[src/rtl/ex_mem_stage_if.sv]
// Bundle of EX-stage inputs, EX/MEM register outputs and the stall flag.
// master drives the EX side; slave is the ex_mem_stage block itself.
interface ex_mem_stage_if;
    logic [31:0] EX_PC;
    logic [31:0] EX_inst;
    logic [31:0] EX_ExtImm;
    logic [31:0] EX_rdataA;
    logic [31:0] EX_rdataB;
    logic        EX_RegWrite;
    logic [1:0]  EX_DataToReg;
    logic        EX_MemWrite;
    logic        EX_ALUSrcA;
    logic        EX_ALUSrcB;
    logic [3:0]  EX_ALUcontrol;
    logic [1:0]  EX_RegDst;
    logic        ex_stall;
    logic [31:0] MEM_PC;
    logic [31:0] MEM_ALUout;
    logic [31:0] MEM_wdata;
    logic [4:0]  MEM_wreg;
    logic        MEM_RegWrite;
    logic [1:0]  MEM_DataToReg;
    logic        MEM_MemWrite;

    modport master (
        output EX_PC, EX_inst, EX_ExtImm, EX_rdataA, EX_rdataB, EX_RegWrite,
               EX_DataToReg, EX_MemWrite, EX_ALUSrcA, EX_ALUSrcB,
               EX_ALUcontrol, EX_RegDst,
        input  ex_stall, MEM_PC, MEM_ALUout, MEM_wdata, MEM_wreg,
               MEM_RegWrite, MEM_DataToReg, MEM_MemWrite
    );

    modport slave (
        input  EX_PC, EX_inst, EX_ExtImm, EX_rdataA, EX_rdataB, EX_RegWrite,
               EX_DataToReg, EX_MemWrite, EX_ALUSrcA, EX_ALUSrcB,
               EX_ALUcontrol, EX_RegDst,
        output ex_stall, MEM_PC, MEM_ALUout, MEM_wdata, MEM_wreg,
               MEM_RegWrite, MEM_DataToReg, MEM_MemWrite
    );
endinterface

[src/rtl/ex_mem_stage.sv]
// Execute stage: operand muxes, ALU, destination select and EX/MEM register.
// Define EX_MUL_EN to build the iterative shift-add multiplier (ALU code A).
module ex_mem_stage (
    input logic           clk,
    input logic           rst,
    ex_mem_stage_if.slave bus
);
    localparam int         DATA_W = 32;
    localparam logic [3:0] OP_MUL = 4'hA;

    logic signed [DATA_W-1:0] op_a;
    logic signed [DATA_W-1:0] op_b;
    logic        [DATA_W-1:0] mul_res;
    logic        [DATA_W-1:0] alu_res;
    logic        [4:0]        wreg;
    logic                     stall;
    logic                     unused_inst_bits;

    logic [DATA_W-1:0] mem_pc_q;
    logic [DATA_W-1:0] mem_aluout_q;
    logic [DATA_W-1:0] mem_wdata_q;
    logic [4:0]        mem_wreg_q;
    logic              mem_regwrite_q;
    logic [1:0]        mem_datatoreg_q;
    logic              mem_memwrite_q;

    function automatic logic [DATA_W-1:0] alu_f(
        input logic [3:0]               code,
        input logic signed [DATA_W-1:0] a,
        input logic signed [DATA_W-1:0] b,
        input logic [DATA_W-1:0]        prod
    );
        logic [DATA_W-1:0] r;
        case (code)
            4'h0:    r = a & b;
            4'h1:    r = a | b;
            4'h2:    r = a + b;
            4'h3:    r = a ^ b;
            4'h4:    r = ~(a | b);
            4'h5:    r = b >> a[4:0];
            4'h6:    r = a - b;
            4'h7:    r = (a < b) ? 32'd1 : 32'd0;
            4'h8:    r = b << a[4:0];
            4'h9:    r = b >>> a[4:0];
            4'hA:    r = prod;
            default: r = '0;
        endcase
        return r;
    endfunction

    function automatic logic [4:0] dest_f(input logic [1:0] sel, input logic [31:0] inst);
        logic [4:0] d;
        case (sel)
            2'd0:    d = inst[20:16];
            2'd1:    d = inst[15:11];
            2'd2:    d = 5'd31;
            default: d = 5'd0;
        endcase
        return d;
    endfunction

    assign op_a    = bus.EX_ALUSrcA ? {27'b0, bus.EX_inst[10:6]} : bus.EX_rdataA;
    assign op_b    = bus.EX_ALUSrcB ? bus.EX_ExtImm : bus.EX_rdataB;
    assign alu_res = alu_f(bus.EX_ALUcontrol, op_a, op_b, mul_res);
    assign wreg    = dest_f(bus.EX_RegDst, bus.EX_inst);

    assign unused_inst_bits = ^{bus.EX_inst[31:21], bus.EX_inst[5:0]};

`ifdef EX_MUL_EN
    typedef enum logic [1:0] {IDLE, BUSY, DONE} state_t;

    state_t            state_q;
    logic [4:0]        count_q;
    logic [DATA_W-1:0] mcand_q;
    logic [DATA_W-1:0] mplier_q;
    logic [DATA_W-1:0] acc_q;
    logic [DATA_W-1:0] acc_d;
    logic              is_mul;

    assign is_mul = (bus.EX_ALUcontrol == OP_MUL);
    // One partial product per cycle: add the shifted multiplicand when the current multiplier LSB is set.
    assign acc_d  = mplier_q[0] ? acc_q + mcand_q : acc_q;

    always_ff @(posedge clk) begin
        if (rst) begin
            state_q  <= IDLE;
            count_q  <= '0;
            acc_q    <= '0;
            mcand_q  <= '0;
            mplier_q <= '0;
        end else begin
            case (state_q)
                IDLE: begin
                    if (is_mul) begin
                        mcand_q  <= op_a;
                        mplier_q <= op_b;
                        acc_q    <= '0;
                        count_q  <= '0;
                        state_q  <= BUSY;
                    end
                end
                BUSY: begin
                    acc_q    <= acc_d;
                    mcand_q  <= mcand_q << 1;
                    mplier_q <= mplier_q >> 1;
                    count_q  <= count_q + 5'd1;
                    if (count_q == 5'd31) state_q <= DONE;
                end
                DONE: state_q <= IDLE;
                default: state_q <= IDLE;
            endcase
        end
    end

    assign mul_res = acc_q;
    assign stall   = ((state_q == IDLE) && is_mul) || (state_q == BUSY);
`else
    assign mul_res = '0;
    assign stall   = 1'b0;
`endif

    // EX/MEM boundary: a stalled cycle inserts an all-zero bubble.
    always_ff @(posedge clk) begin
        if (rst || stall) begin
            mem_pc_q        <= '0;
            mem_aluout_q    <= '0;
            mem_wdata_q     <= '0;
            mem_wreg_q      <= '0;
            mem_regwrite_q  <= 1'b0;
            mem_datatoreg_q <= '0;
            mem_memwrite_q  <= 1'b0;
        end else begin
            mem_pc_q        <= bus.EX_PC;
            mem_aluout_q    <= alu_res;
            mem_wdata_q     <= bus.EX_rdataB;
            mem_wreg_q      <= wreg;
            mem_regwrite_q  <= bus.EX_RegWrite;
            mem_datatoreg_q <= bus.EX_DataToReg;
            mem_memwrite_q  <= bus.EX_MemWrite;
        end
    end

    assign bus.ex_stall      = stall;
    assign bus.MEM_PC        = mem_pc_q;
    assign bus.MEM_ALUout    = mem_aluout_q;
    assign bus.MEM_wdata     = mem_wdata_q;
    assign bus.MEM_wreg      = mem_wreg_q;
    assign bus.MEM_RegWrite  = mem_regwrite_q;
    assign bus.MEM_DataToReg = mem_datatoreg_q;
    assign bus.MEM_MemWrite  = mem_memwrite_q;
endmodule

[src/flat_wrapper.sv]
// flat-port wrapper written by rule: the top's interface ports become plain ports
module ex_mem_stage_flat 
  (clk, rst, bus_EX_PC, bus_EX_inst, bus_EX_ExtImm, bus_EX_rdataA, bus_EX_rdataB, bus_EX_RegWrite, bus_EX_DataToReg, bus_EX_MemWrite, bus_EX_ALUSrcA, bus_EX_ALUSrcB, bus_EX_ALUcontrol, bus_EX_RegDst, bus_ex_stall, bus_MEM_PC, bus_MEM_ALUout, bus_MEM_wdata, bus_MEM_wreg, bus_MEM_RegWrite, bus_MEM_DataToReg, bus_MEM_MemWrite);
  ex_mem_stage_if bus_i ();
  input logic clk;
  input logic rst;
  input wire logic [$bits(bus_i.EX_PC)-1:0] bus_EX_PC;
  input wire logic [$bits(bus_i.EX_inst)-1:0] bus_EX_inst;
  input wire logic [$bits(bus_i.EX_ExtImm)-1:0] bus_EX_ExtImm;
  input wire logic [$bits(bus_i.EX_rdataA)-1:0] bus_EX_rdataA;
  input wire logic [$bits(bus_i.EX_rdataB)-1:0] bus_EX_rdataB;
  input wire logic [$bits(bus_i.EX_RegWrite)-1:0] bus_EX_RegWrite;
  input wire logic [$bits(bus_i.EX_DataToReg)-1:0] bus_EX_DataToReg;
  input wire logic [$bits(bus_i.EX_MemWrite)-1:0] bus_EX_MemWrite;
  input wire logic [$bits(bus_i.EX_ALUSrcA)-1:0] bus_EX_ALUSrcA;
  input wire logic [$bits(bus_i.EX_ALUSrcB)-1:0] bus_EX_ALUSrcB;
  input wire logic [$bits(bus_i.EX_ALUcontrol)-1:0] bus_EX_ALUcontrol;
  input wire logic [$bits(bus_i.EX_RegDst)-1:0] bus_EX_RegDst;
  output wire logic [$bits(bus_i.ex_stall)-1:0] bus_ex_stall;
  output wire logic [$bits(bus_i.MEM_PC)-1:0] bus_MEM_PC;
  output wire logic [$bits(bus_i.MEM_ALUout)-1:0] bus_MEM_ALUout;
  output wire logic [$bits(bus_i.MEM_wdata)-1:0] bus_MEM_wdata;
  output wire logic [$bits(bus_i.MEM_wreg)-1:0] bus_MEM_wreg;
  output wire logic [$bits(bus_i.MEM_RegWrite)-1:0] bus_MEM_RegWrite;
  output wire logic [$bits(bus_i.MEM_DataToReg)-1:0] bus_MEM_DataToReg;
  output wire logic [$bits(bus_i.MEM_MemWrite)-1:0] bus_MEM_MemWrite;
  assign bus_i.EX_PC = bus_EX_PC;
  assign bus_i.EX_inst = bus_EX_inst;
  assign bus_i.EX_ExtImm = bus_EX_ExtImm;
  assign bus_i.EX_rdataA = bus_EX_rdataA;
  assign bus_i.EX_rdataB = bus_EX_rdataB;
  assign bus_i.EX_RegWrite = bus_EX_RegWrite;
  assign bus_i.EX_DataToReg = bus_EX_DataToReg;
  assign bus_i.EX_MemWrite = bus_EX_MemWrite;
  assign bus_i.EX_ALUSrcA = bus_EX_ALUSrcA;
  assign bus_i.EX_ALUSrcB = bus_EX_ALUSrcB;
  assign bus_i.EX_ALUcontrol = bus_EX_ALUcontrol;
  assign bus_i.EX_RegDst = bus_EX_RegDst;
  assign bus_ex_stall = bus_i.ex_stall;
  assign bus_MEM_PC = bus_i.MEM_PC;
  assign bus_MEM_ALUout = bus_i.MEM_ALUout;
  assign bus_MEM_wdata = bus_i.MEM_wdata;
  assign bus_MEM_wreg = bus_i.MEM_wreg;
  assign bus_MEM_RegWrite = bus_i.MEM_RegWrite;
  assign bus_MEM_DataToReg = bus_i.MEM_DataToReg;
  assign bus_MEM_MemWrite = bus_i.MEM_MemWrite;
  ex_mem_stage u_core (.clk(clk), .rst(rst), .bus(bus_i));
endmodule
[config.mk]
export PLATFORM = sky130hd
export DESIGN_NAME = ex_mem_stage_flat
export DESIGN_NICKNAME = d
export VERILOG_FILES = /design/src/rtl/ex_mem_stage_if.sv /design/src/rtl/ex_mem_stage.sv /design/src/flat_wrapper.sv
export SDC_FILE = /design/constraint.sdc
export NUM_CORES = 1
export LEC_CHECK = 0
export BUFFER_PORTS_ARGS = -buffer_cell sky130_fd_sc_hd__buf_2
export CORE_MARGIN = 5
export CORE_UTILIZATION = 61
export DETAILED_ROUTE_END_ITERATION = 7
export GPL_TIMING_DRIVEN = 1
export PLACE_DENSITY_LB_ADDON = 0.1
export SLEW_MARGIN = 10
export SYNTH_ARGS = -nofsm -noshare
export SYNTH_HDL_FRONTEND = slang
export SYNTH_SLANG_ARGS = --single-unit
[constraint.sdc]
create_clock -name clk -period 7.1 [get_ports clk]
set_input_delay 0.355 -clock clk [delete_from_list [all_inputs] [get_ports clk]]
set_output_delay 0.355 -clock clk [all_outputs]
set_load 0.02 [all_outputs]
==> out/results.env <==
TIMING.SLEW.HEADROOM=0.219
VIA_PER_INST=6.92
FINAL_MIN_PERIOD_OVER_CLOCK_PERIOD=0.718
SYNTH_ENABLE_FLOP_CELLS=0
ASYNCSETRESETFLOPFRACSYNTH=0
LAYOUT.NETS=2185
FLOORPLAN.CORE_AREA_UM2=20200
FLOORPLAN.DIE.HEIGHT_UM=153
CTS.CLK_SLEW.WORST_PATHS_PS=90
LAYOUT-DRIVE-GT1-SHARE=0.186
DETAILEDPLACEMENTHPWL_UM=40500
INITIAL_CORE_UTIL=0.617
CORE.ROWCOUNT=52
MOSTFREQUENTLAYOUTCELL='buf_2'
POWERDENSITY_nW_PER_UM2=164
POSTSYNTHCELLCOUNT=1735
AREAGROWTHSYNTHTOFINISH_PCT=13.4
OUTCOME='complete, no violations'
PLACE.GP.CONGESTION=1.09
NUM_IO_PINS=280
SYN_AREA_PER_CELL_UM2=7.17
RSZ_0062_RAISED_AFTER_GLOBAL_ROUTING='no'
POST_SYNTH_INSTANCE_AREA_UM2=12400
PART_OF_THE_YOSYS_AREA_USED_FOR_SEQUENTIAL_ELEMENTS=0.169
CTS_INSERTED_BUFFERS=9
CLOCKBUFFERDEPTH=2
GRT_PASS1_WL_UM=80200
INITIAL_ANTENNA_VIOLATION_COUNT=2
SETUP.WORST_PATH.START_CLASS='primary input'
TRITONCTS='built'
DRT.ANTENNA.VIOLATING_NETS=0
PERIOD_NEEDED_PS=5100
GRT_PASS1_VIAS=13978
CLK_ROOT_BUFFER_CELL='clkbuf_16'
IR_WORST_VDD_mV=0.117
CLOCK_TREE.HTREE_LEVEL_COUNT=3
GRT_MAX_DEGREE=76
P_LEAK_nW=6.42
DETAIL_ROUTE.FIRST_PASS.ITERATIONS=7
CTS-HOLD-FIX-BUFFERS=0
PORT_BUFFERS=261
CRITICAL_PATH_END='u_core.bus.MEM_ALUout[31]$_SDFF_PP0_'
CLOCK.FMAX_MHz=196
WORST_EP_ARRIVAL_TIME_PS=5340
FILLCELLCOUNT=1794
CRITICALPATHCATEGORY='primary input to flop'
DRC=0
DIE_AREA_UM2=23400
DRT-TOTAL-WL_UM=53400
YS_DOMINANT_REG_CELL='dfxtp_1'
DIEWIDTH_UM=153
POST_CTS_SIZING=0
GRT-OVFL-TOTAL=0
SYNTH.NET_COUNT=2010
DETAIL_ROUTE.ITER0.VIOLATIONS=2524
GLOBALROUTETOTALUTIL=0.429
TOTAL_NEGATIVE_SLACK_FOR_SETUP_CHECKS_PS=0
DRV_CAP=0
SYNTH_SEQ_CELLS=105
TIMING_HOLD_VIOLATIONS_FINAL=0
FINAL_UTIL=0.700
CRITPATHLAUNCH='bus_EX_ALUSrcA'
WORSTMARGINPINSLEW_PS=1160
PATH_TYPE_OF_THE_WORST_MIN_DELAY_PATH='primary input to flop'
MAXSLEWVIOLCOUNT=0
CTS_POST_SETUP_BUFFERS_INSERTED=0
TIMING.CRITICAL_PATH.FANOUT_MAX=55
CP-END-KIND='flop'
WORST_EP_REQUIRED_TIME_PS=7350
POWER.TOTAL_W=0.00231
LAYOUT_COMMON_CELLS='261 x buf_2, 190 x nor2_1, 164 x nand2_1, 144 x a21oi_1, 123 x o21ai_0'
POST_DRT_WL_PER_CELL_UM=24.4
YS_WARN_COUNT=0
DISTINCT_CELL_TYPE_COUNT_OF_THE_SYNTHESIZED_NETLIST=93
VIAS=15126
NUMCLOCKSINKS=105
SETUP-VIOLATIONS-FINAL=0
-- power breakdown --
group,switching [W],internal [W]
sequential,0.00000847,0.000625
combinational,0.000750,0.000372
clock,0.000276,0.000282
total,0.00103,0.00128
-- kinds of logic (layout without fill, tap and decap cells) --
family,Yosys count,after routing,share of synthesized area
mux,139,139,0.118
simple gates,585,585,0.222
buf+inv,221,401,0.0733
fa+ha+maj,101,101,0.103
compound gates,576,576,0.310
flops,105,105,0.169
xor+xnor,7,7,0.00493
other cells,1,2,0.000301
-- worst min-delay path by stage --
stage | startpoint | end | cells after the start
finish | bus_EX_PC[0] | u_core.bus.MEM_PC[0]$_SDFF_PP0_ | 2
global route | bus_EX_PC[19] | u_core.bus.MEM_PC[19]$_SDFF_PP0_ | 2
CTS | bus_EX_PC[0] | u_core.bus.MEM_PC[0]$_SDFF_PP0_ | 2
detailed placement | bus_EX_PC[18] | u_core.bus.MEM_PC[18]$_SDFF_PP0_ | 2
global placement | bus_EX_DataToReg[0] | u_core.bus.MEM_DataToReg[0]$_SDFF_PP0_ | 2
floorplan | bus_EX_DataToReg[0] | u_core.bus.MEM_DataToReg[0]$_SDFF_PP0_ | 1
-- per-layer routing --
metal,vias up,GRT usage,share of wire
met4,0,0.181,0.055
met3,254,0.132,0.15
met5,-,0,0
li1,6654,-,-
met2,1327,0.649,0.42
met1,6891,0.567,0.37
-- Yosys cell counts (12+ instances only) --
cell / instances / area, um^2
inv_1: 90 / 338
ha_1: 99 / 1240
nor3_1: 27 / 135
o21ai_0: 123 / 616
a21o_1: 14 / 105
o21bai_1: 12 / 90.1
buf_1: 12 / 45.0
a21oi_1: 144 / 721
a211oi_1: 43 / 323
dfxtp_1: 105 / 2100
nand2b_1: 24 / 150
clkbuf_1: 81 / 304
a221oi_1: 30 / 263
o22ai_1: 20 / 125
a221o_1: 14 / 140
nand3_1: 19 / 95.1
a31oi_1: 23 / 144
nand2_1: 164 / 616
mux2_2: 17 / 191
o221ai_1: 14 / 123
nor2_1: 191 / 717
mux2i_1: 116 / 1160
nor2b_1: 102 / 638
buf_2: 25 / 125
o211ai_1: 28 / 210
-- critical path, stage by stage --
cell	delay (ps)
buf_2	380
buf_4	430
mux2i_4	280
buf_4	540
inv_2	480
ha_1	410
a211oi_1	490
a21oi_1	200
o21ai_1	480
a211oi_1	260
a211o_1	350
a31oi_1	310
mux2i_1	240
a31oi_1	100
-- registers in the layout, indices dropped and copies added (netlist names) --
| name | count |
|---|---|
| u_core.bus.MEM_RegWrite | 1 |
| u_core.bus.MEM_ALUout | 32 |
| u_core.bus.MEM_PC | 32 |
| u_core.bus.MEM_wdata | 32 |
| u_core.bus.MEM_MemWrite | 1 |
| u_core.bus.MEM_DataToReg | 2 |
| u_core.bus.MEM_wreg | 5 |
-- metrics by stage --
stage	hold slack [ps]	instances	setup WS, ps	instance area (um^2)
2_1_floorplan	483	1735	2770	12400
3_3_place_gp	561	2169	1950	13800
3_5_place_dp	572	2169	1880	13800
4_1_cts	189	2185	2250	14100
5_1_grt	197	2186	1890	14100
6_report	189	2186	2000	14100
-- area by class of cell --
type	instances	area (um^2)	share of cell area
inverters	96	363	0.0257
clock buffers	9	225	0.0160
well taps	270	338	0.0239
repair buffers	289	1520	0.107
multi-input cells	1409	9480	0.672
clock inverters	7	87.6	0.00620
diodes	1	2.50	0.000177
flip-flops and latches	105	2100	0.149
(Power assumes the default switching activity.)
